===== src/rtl/spi_slave_mode0.sv =====
// spi_slave_mode0 -- SPI mode-0 (CPOL=0, CPHA=0) slave endpoint.
//
// Receives MSB-first bytes on mosi (sampled on rising sclk) into rx_data and
// transmits bytes from a small TX FIFO on miso (launched on falling sclk).
// All logic runs on sclk. The rising-edge and falling-edge halves exchange
// state only over half-cycle paths.
//
// Build option: define SPI_SLAVE_ECHO_EN to send the last received byte
// (rx_data) as the fill byte on TX underrun. Otherwise the fill byte is 8'h00.
//
// Ports:
//   sclk        in   SPI clock, local clock for all logic
//   rst         in   asynchronous reset, active-low
//   cs          in   chip select, active-low (high = idle / abort)
//   mosi        in   serial data from master
//   miso        out  serial data to master (changes on falling sclk only)
//   tx_data     in   byte to enqueue for transmission
//   tx_valid    in   enqueue request, sampled on rising sclk
//   tx_ready    out  TX FIFO not full
//   rx_data     out  last complete received byte
//   rx_valid    out  one-cycle pulse when rx_data updates
//   tx_underrun out  sticky: a byte was launched with the FIFO empty
module spi_slave_mode0 #(
  parameter int unsigned DEPTH = 4,
  parameter int unsigned AW    = 2
) (
  input  logic       sclk,
  input  logic       rst,
  input  logic       cs,
  input  logic       mosi,
  output logic       miso,
  input  logic [7:0] tx_data,
  input  logic       tx_valid,
  output logic       tx_ready,
  output logic [7:0] rx_data,
  output logic       rx_valid,
  output logic       tx_underrun
);

  localparam logic [AW:0] PTR_ONE = {{AW{1'b0}}, 1'b1};

  logic [7:0] mem [DEPTH];
  logic [AW:0] wr_ptr;     // rising-edge domain
  logic [AW:0] rd_ptr;     // falling-edge domain
  logic        full;
  logic        empty;
  logic        wr_en;
  logic [7:0]  head;
  logic [7:0]  fill;

  logic [2:0]  rx_bit;
  logic [6:0]  rx_shift;
  logic [2:0]  tx_bit;
  logic [6:0]  tx_shift;

  // The underrun flag is set on falling edges and cleared on rising edges.
  // Each edge owns one bit, and the flag is their XOR. A set makes the bits
  // differ, and a clear copies the set bit so they match again.
  logic        und_set;  // falling-edge domain
  logic        und_clr;  // rising-edge domain

  assign full        = (wr_ptr[AW] != rd_ptr[AW]) &&
                       (wr_ptr[AW-1:0] == rd_ptr[AW-1:0]);
  assign empty       = (wr_ptr == rd_ptr);
  assign tx_ready    = ~full;
  assign wr_en       = tx_valid & ~full;
  assign head        = mem[rd_ptr[AW-1:0]];
  assign tx_underrun = und_set ^ und_clr;

`ifdef SPI_SLAVE_ECHO_EN
  assign fill = rx_data;
`else
  assign fill = '0;
`endif

  // FIFO storage: contents are meaningful only between the pointers, so the
  // array itself needs no reset.
  always_ff @(posedge sclk) begin
    if (wr_en) begin
      mem[wr_ptr[AW-1:0]] <= tx_data;
    end
  end

  // Rising edge: receive path, FIFO write side, underrun clear.
  always_ff @(posedge sclk or negedge rst) begin
    if (!rst) begin
      wr_ptr   <= '0;
      rx_bit   <= '0;
      rx_shift <= '0;
      rx_data  <= '0;
      rx_valid <= 1'b0;
      und_clr  <= 1'b0;
    end else begin
      if (wr_en) begin
        wr_ptr <= wr_ptr + PTR_ONE;
      end
      if (cs) begin
        rx_bit   <= '0;
        rx_shift <= '0;
        rx_valid <= 1'b0;
        und_clr  <= und_set;
      end else begin
        rx_shift <= {rx_shift[5:0], mosi};
        rx_bit   <= rx_bit + 3'd1;
        rx_valid <= (rx_bit == 3'd7);
        if (rx_bit == 3'd7) begin
          rx_data <= {rx_shift, mosi};
        end
      end
    end
  end

  // Falling edge: transmit path, FIFO read side, underrun set.
  always_ff @(negedge sclk or negedge rst) begin
    if (!rst) begin
      rd_ptr   <= '0;
      tx_bit   <= '0;
      tx_shift <= '0;
      miso     <= 1'b0;
      und_set  <= 1'b0;
    end else if (cs) begin
      tx_bit <= '0;
      miso   <= 1'b0;
    end else begin
      tx_bit <= tx_bit + 3'd1;
      if (tx_bit == 3'd0) begin
        if (!empty) begin
          miso     <= head[7];
          tx_shift <= head[6:0];
          rd_ptr   <= rd_ptr + PTR_ONE;
        end else begin
          miso     <= fill[7];
          tx_shift <= fill[6:0];
          und_set  <= ~und_clr;
        end
      end else begin
        miso     <= tx_shift[6];
        tx_shift <= {tx_shift[5:0], 1'b0};
      end
    end
  end

endmodule

===== config.mk =====
export PLATFORM = sky130hd
export DESIGN_NAME = spi_slave_mode0
export DESIGN_NICKNAME = d
export VERILOG_FILES = /design/src/rtl/spi_slave_mode0.sv
export SDC_FILE = /design/constraint.sdc
export NUM_CORES = 1
export LEC_CHECK = 0
export ABC_AREA = 1
export CAP_MARGIN = 20
export CORE_ASPECT_RATIO = 1.75
export CORE_MARGIN = 4
export CORE_UTILIZATION = 60
export DETAILED_ROUTE_END_ITERATION = 10
export GPL_ROUTABILITY_DRIVEN = 0
export GPL_TIMING_DRIVEN = 0
export PLACE_DENSITY = 0.93
export SYNTH_ARGS = -nofsm -noshare
export SYNTH_HDL_FRONTEND = slang
export SYNTH_SLANG_ARGS = --single-unit

===== constraint.sdc =====
create_clock -name sclk -period 3.02 [get_ports sclk]
set_input_delay 0.453 -clock sclk [delete_from_list [all_inputs] [get_ports sclk]]
set_output_delay 0.453 -clock sclk [all_outputs]
set_load 0.1 [all_outputs]

Word-level counts from Yosys, hierarchy flattened
Memory sizes are Yosys's and may differ from the RTL's.
Cells that the tools add are included.
{ "op_classes": {"add_sub_neg": 4, "muxes": 11, "reduce_logical": 5, "n_eq_ne": 4, "bitwise_logic": 6} }
{ "op_table": {"columns": ["op", "count"], "rows": [
  ["$mux W7", 3],
  ["$add A3 B1 Y3 const B", 4],
  ["$mux W1", 6],
  ["$mux W3", 2],
  ["$reduce_and A3 Y1", 2],
  ["$not A1 Y1", 4],
  ["$eq A3 B3 Y1", 1],
  ["$eq A3 B3 Y1 const B", 1],
  ["$logic_not A3 Y1", 1],
  ["$eq A2 B2 Y1", 1],
  ["$reduce_and A2 Y1", 1],
  ["$and A1 B1 Y1", 1],
  ["$logic_and A1 B1 Y1", 1],
  ["$ne A1 B1 Y1", 1],
  ["$xor A1 B1 Y1", 1]
]} }
{ "totals": {"output_inout_bits": 12, "ram_bits": 32, "wordCells": 42, "in_bits": 13, "regBits": 38, "n_memories": 1} }
{ "memory_table": {"columns": ["name", "depth", "word_bits", "read_ports", "rd_ports_with_merged_regs", "wr", "line_no", "rtl"], "rows": [
  ["mem", 4, 8, 1, 0, 1, "42", "logic [7:0] mem [DEPTH];"]
]} }

Depth between registers and ports, before layout
Gate-level depths: netlist (run 1).
{ "logic_depth": {"ltp_word": 6, "mapped_depth": 10, "depth_no_buf": 10} }

==> qor.txt, run 1 <==
LEAKAGE: 1.75 nW
Vias per inst: 5.34
Met2 routed WL: 3380 µm
Setup Viol. Count Final: 34
Worst path buffer plus inverter count: 1
Antenna cell count: 0
CTS tree: yes
Hold Buf Count CTS: 0
Hold WC Path Type: in2async
RSZ-0062 raised after global routing: true
Initial Utilization: 61.9%
DRC: 0
Drt wl/cell: 14.8 µm
Final nets: 367
CP delay by family, top: flip-flops
Tightest Pin Transition: 961 ps
Pwr Total: 0.00353 W
Largest stage delay, worst path: 490 ps
Initial antenna violation count: 0
VDD IR-drop max: 1030 µV
Post-synthesis register bit count: 70
Syn_nets: 312
Synth top cells by count: nand2_1, inv_1, edfxtp_1, nor2_1, dfrtp_1
Distinct cell type count after synthesis: 27
Row count: 34
Routed Antenna Nets: 0
Final Skew: 15.4 ps
Die width: 61.9 µm
Largest area contributor in the netlist: edfxtp_1
R2R cell count: 9
Ys Warns: 0
TNS Setup: -6110 ps
Total track usage: 19.6%
Power density over the cells: 926 nW/µm²
Required @ worst endpoint: 2570 ps
Insertion delay to the later sink of the worst-skew pair: 340 ps
PortBufs: 24
Detailed placement HPWL: 3780 µm
Wire length on met3: 223 µm
Final worst slack: -280 ps
Crit path max-delay cell type: dfrtn_1
Post-Syn Area: 3060 µm²
Synth Instances: 290
Synth top area share: 31.4%
CP arrival: 2850 ps
Routed wire length: 5980 µm
Reg clk slew, reported paths: 60 ps
Asr flop ratio synth: 54.3%
Area growth from synthesis to layout: 24.9%
Total number of vias: 2158
Global-route wire length before repair: 8890 µm
Clock sink count: 70
Die height: 102 µm
Most frequent cell after synthesis: nand2_1
WL met1: 2170 µm
Fraction of layout cells with a size suffix above 1: 21.4%
Pins Over Slew Limit: 0
Setup CP Type: reg2out
Max Root-Sink Buffers: 2
Startpoint class of the critical path: register
CP Cell Sequence: nand2_1, nand2_2, nand3_4, buf_12
Post-route cell area: 3820 µm²
Drt first pass iters: 4
Vias in the first global route: 2064
Sequential fraction of the synthesis area: 62.6%
Largest net degree at the start of global routing: 39
Max-slew headroom: 35.7%
Instance count on the critical path: 4
Max-cap viol count: 0
Failing checks: setup timing
Total CTS buffers: 9
Placed cell area: 3420 µm²
Die ar.: 6340 µm²
Mapped Avg Cell Area: 10.5 µm²
Nature of the critical path endpoint: output port
Top post-synthesis cells by area: edfxtp_1, dfrtp_1, dfrtn_1
Ys flop type: edfxtp_1
# IOs: 25
Status: complete, but fails checks
Initial drt markers: 55
Max layer used: met4
Final hold vios: 0
Maximum fanout along the worst path: 4
Root Buffer: clkbuf_8
EDFF count, synth: 32
Gr ovfl total: 0
Htree depth: 3
Core Region: 4930 µm²
power breakdown:
group	total, W	switching, W	internal [W]	leakage, nW
Sequential	0.00134	0.000127	0.00121	0.785
Clock	0.000654	0.000311	0.000343	0.0877
Combinational	0.00154	0.000924	0.000620	0.874
Total	0.00353	0.00136	0.00217	1.75
metal layers:
metal | vias up | GRT usage [%]
met5 | - | 0
met4 | 0 | 11.9
met3 | 18 | 3.79
met2 | 55 | 34.9
met1 | 1058 | 19.9
li1 | 1027 | -
area by class of cell:
| type | instances | area (µm²) |
|---|---|---|
| Buffer | 7 | 51.3 |
| Fill cell | 314 | 1120 |
| Inverter | 48 | 195 |
| Sequential cell | 70 | 1910 |
| Clock buffer | 15 | 166 |
| Timing Repair Buffer | 44 | 444 |
| Clock inverter | 1 | 5.00 |
| Tap cell | 54 | 67.6 |
| Multi-Input combinational cell | 165 | 973 |
stage by stage:
stage / std cells / util (%) / worst slack, ps / hold WS, ps
finish: 404 / 77.3 / -280 / 208
global route: 404 / 77.3 / -352 / 264
CTS: 396 / 75.7 / -254 / 221
detailed placement: 368 / 69.2 / -987 / 372
global placement: 368 / 69.3 / -965 / 364
floorplan: 290 / - / -137 / 157
final timing paths:
check,end,startpoint,slack [ps]
worst min register to register,tx_bit[0]$_DFF_NN0_,tx_bit[0]$_DFF_NN0_,370
worst min-delay path,rx_data[0]$_DFFE_PN0P_,rst,210
min in group sclk,tx_bit[0]$_DFF_NN0_,tx_bit[0]$_DFF_NN0_,370
max in group asynchronous,und_set$_DFFE_NN0P_,rst,860
worst max register to register,mem[0][4]$_DFFE_PP_,rd_ptr[0]$_DFFE_NN0P_,-230
worst max-delay path,tx_ready,rd_ptr[1]$_DFFE_NN0P_,-280
cell usage in the layout (no fill, tap or decap):
master,synthesis,routed
clkbuf_1,1,5
xor2_2,1,1
clkinv_2,0,1
buf_12,0,5
nand4_1,1,1
o21ai_0,4,4
nand3_1,19,19
inv_1,41,40
nand2_8,0,2
nor2_4,2,6
inv_4,1,1
inv_2,5,5
nand2_1,56,56
ha_1,9,9
nand2_4,5,4
nand2_2,6,5
xor2_4,0,1
clkbuf_8,0,11
xnor2_1,3,3
buf_4,2,19
edfxtp_1,32,32
nor2_1,29,25
a21oi_1,11,11
inv_8,1,1
dfrtp_1,23,22
inv_6,0,1
buf_6,2,3
clkdlybuf4s50_1,0,20
o21ai_2,3,3
nand3_4,2,2
o21ai_1,13,13
dfrtp_2,0,1
buf_2,2,3
dfrtn_1,15,15
cell families after synthesis:
| kind of cell | share of synthesized area, % |
|---|---|
| buf+inv | 7.90 |
| simple gates | 18.7 |
| flops | 62.6 |
| fa+ha+maj | 3.69 |
| compound gates | 5.45 |
| xor+xnor | 1.68 |
worst register-to-register path, cell delays in order, from the launching register on:
cell	delay (ps)
dfrtn_1	420
buf_6	150
inv_8	40
nand2_4	60
nand2_4	60
nand3_4	90
buf_4	110
buf_6	110
nand2_8	90
nor2_4	280
flip-flops by register name, summed over array words and instances, names as in the netlist:
signal	cells
rx_valid	1
mem	32
und_clr	1
und_set	1
tx_shift	7
rx_shift	7
miso	1
rx_bit	3
rx_data	8
rd_ptr	3
wr_ptr	3
tx_bit	3
timing repair:
item	in CTS	in global routing
setup buffers	12	8
setup endpoints to repair	35	37
resized for setup	26	5
pin swaps	6	6
No activity file was read; power rests on OpenSTA's default activity.
==> run 2: changes to the inputs <==
REMOVE_ABC_BUFFERS = 1   (was not set)
==> run 2 against run 1 <==
  * The flow still finishes with violations (setup timing)
  * Die area unchanged
  * Combinational power about the same
  * Critical path depth increased by 1
  * Critical path type unchanged
  * Highest routed layer unchanged
==> qor.txt, run 2 (synthesis results as in run 1) <==
CTS tree: yes
Initial antenna violation count: 0
Max-slew headroom: 35.7%
Pins Over Slew Limit: 0
R2R cell count: 11
Insertion delay to the later sink of the worst-skew pair: 340 ps
CP Cell Sequence: buf_6, nand2_4, nand2_4, nand3_4, buf_12
Hold Buf Count CTS: 0
Max Root-Sink Buffers: 2
Row count: 34
Initial Utilization: 61.9%
Required @ worst endpoint: 2570 ps
Die width: 61.9 µm
RSZ-0062 raised after global routing: true
Final Non-Filler Cells: 401
Commonest non-fill, non-tap cell in the layout: nand2_1
Htree depth: 3
Total CTS buffers: 9
Wire length on met3: 249 µm
Fin util: 77.4%
Tightest Pin Transition: 962 ps
PortBufs: 24
CP arrival: 2870 ps
Final hold vios: 0
Final nets: 364
LEAKAGE: 1.74 nW
Max-cap viol count: 0
Total number of vias: 2107
Initial drt markers: 98
Fraction of layout cells with a size suffix above 1: 22.2%
Power density over the cells: 936 nW/µm²
Status: complete, but fails checks
DRC: 0
R2r endpoint: mem[0][5]$_DFFE_PP_
Failing checks: setup timing
Gr ovfl total: 0
R2r setup slk: -290 ps
Antenna cell count: 0
Vias per inst: 5.25
Area growth from synthesis to layout: 25.1%
Max layer used: met4
Hold Slack: 215 ps
Met2 routed WL: 3300 µm
Startpoint class of the critical path: register
Crit path max-delay cell type: dfrtn_1
Root Buffer: clkbuf_8
Reg clk slew, reported paths: 60 ps
Largest net degree at the start of global routing: 39
Routed Antenna Nets: 0
Vias in the first global route: 2109
Critical path's most frequent cell: nand2_4
Routed wire length: 5910 µm
Core Region: 4930 µm²
VDD IR-drop max: 911 µV
Drt first pass iters: 5
Detailed placement HPWL: 3390 µm
Worst r2r src: rd_ptr[0]$_DFFE_NN0P_
Max FFs per register: 32
Global-route wire length before repair: 9690 µm
Die ar.: 6340 µm²
Setup Viol. Count Final: 37
Most frequent cells in the layout: nand2_1, inv_1, edfxtp_1
Die height: 102 µm
Clock sink count: 70
TNS Setup: -8310 ps
Setup CP Type: reg2out
Placed insts: 361
Final worst slack: -302 ps
WL met1: 2190 µm
Nature of the critical path endpoint: output port
Largest stage delay, worst path: 520 ps
Total track usage: 21.7%
Maximum fanout along the worst path: 3
Drt wl/cell: 14.7 µm
Final Skew: 18.8 ps
Hold WC Path Type: in2async
# IOs: 25
run 2: changes by cell type in the layout (fill, tap and decap cells not counted), sizes merged:
cell           previous run  this run
clkdlybuf4s50            20        19
bufinv                    0         1
clkinvlp                  0         1
clkbuf                   16        11
clkinv                    1         3
clkdlybuf4s15             0         1
buf                      30        28
run 2: worst max path at each step:
stage          depth (start not counted)  slack, ps     endpoint                  start
3_5_place_dp                           5      -1390     tx_ready  rd_ptr[0]$_DFFE_NN0P_
5_1_grt                                5       -340     tx_ready  rd_ptr[1]$_DFFE_NN0P_
3_3_place_gp                           5      -1370     tx_ready  rd_ptr[0]$_DFFE_NN0P_
6_report                               5       -300     tx_ready  rd_ptr[1]$_DFFE_NN0P_
4_1_cts                                5       -300     tx_ready  rd_ptr[1]$_DFFE_NN0P_
2_1_floorplan                          1       -800  tx_underrun    und_set$_DFFE_NN0P_
run 2: metrics by stage:
step	cell area [µm²]	total power (W)	worst slack, ps
after global placement	3310	0.00238	-1370
final	3820	0.00358	-302
after global routing	3820	0.00377	-339
after CTS	3770	0.00345	-304
after floorplan	3000	0.00217	-799
after detailed placement	3310	0.00242	-1390
run 2: layer usage:
| layer | track usage, % | vias to the layer above |
|---|---|---|
| met5 | 0 | - |
| met4 | 11.6 | 0 |
| met3 | 6.19 | 17 |
| met2 | 36.3 | 55 |
| met1 | 23.8 | 1012 |
| li1 | - | 1023 |
run 2: worst max-delay path, delay by kind of cell, from the launching register on:
family,cells,cell delay (ps)
buf+inv,2,310
flops,1,520
simple gates,3,190
run 2: power by group:
group          internal (W)  switching, W
Combinational      0.000610      0.000942
Sequential          0.00121      0.000116
Clock              0.000375      0.000323
run 2: what timing repair did:
action | in CTS | in global routing
setup endpoints to repair | 49 | 40
setup buffers | 21 | 3
pin swaps | 7 | 5
resized for setup | 42 | 8
run 2: final cells by class:
cell class / count / area, µm²
flip-flops and latches: 70 / 1910
fillers: 305 / 1110
multi-input cells: 165 / 967
repair buffers: 48 / 498
inverters: 48 / 193
clock buffers: 11 / 131
well taps: 54 / 67.6
clock inverters: 5 / 50.0
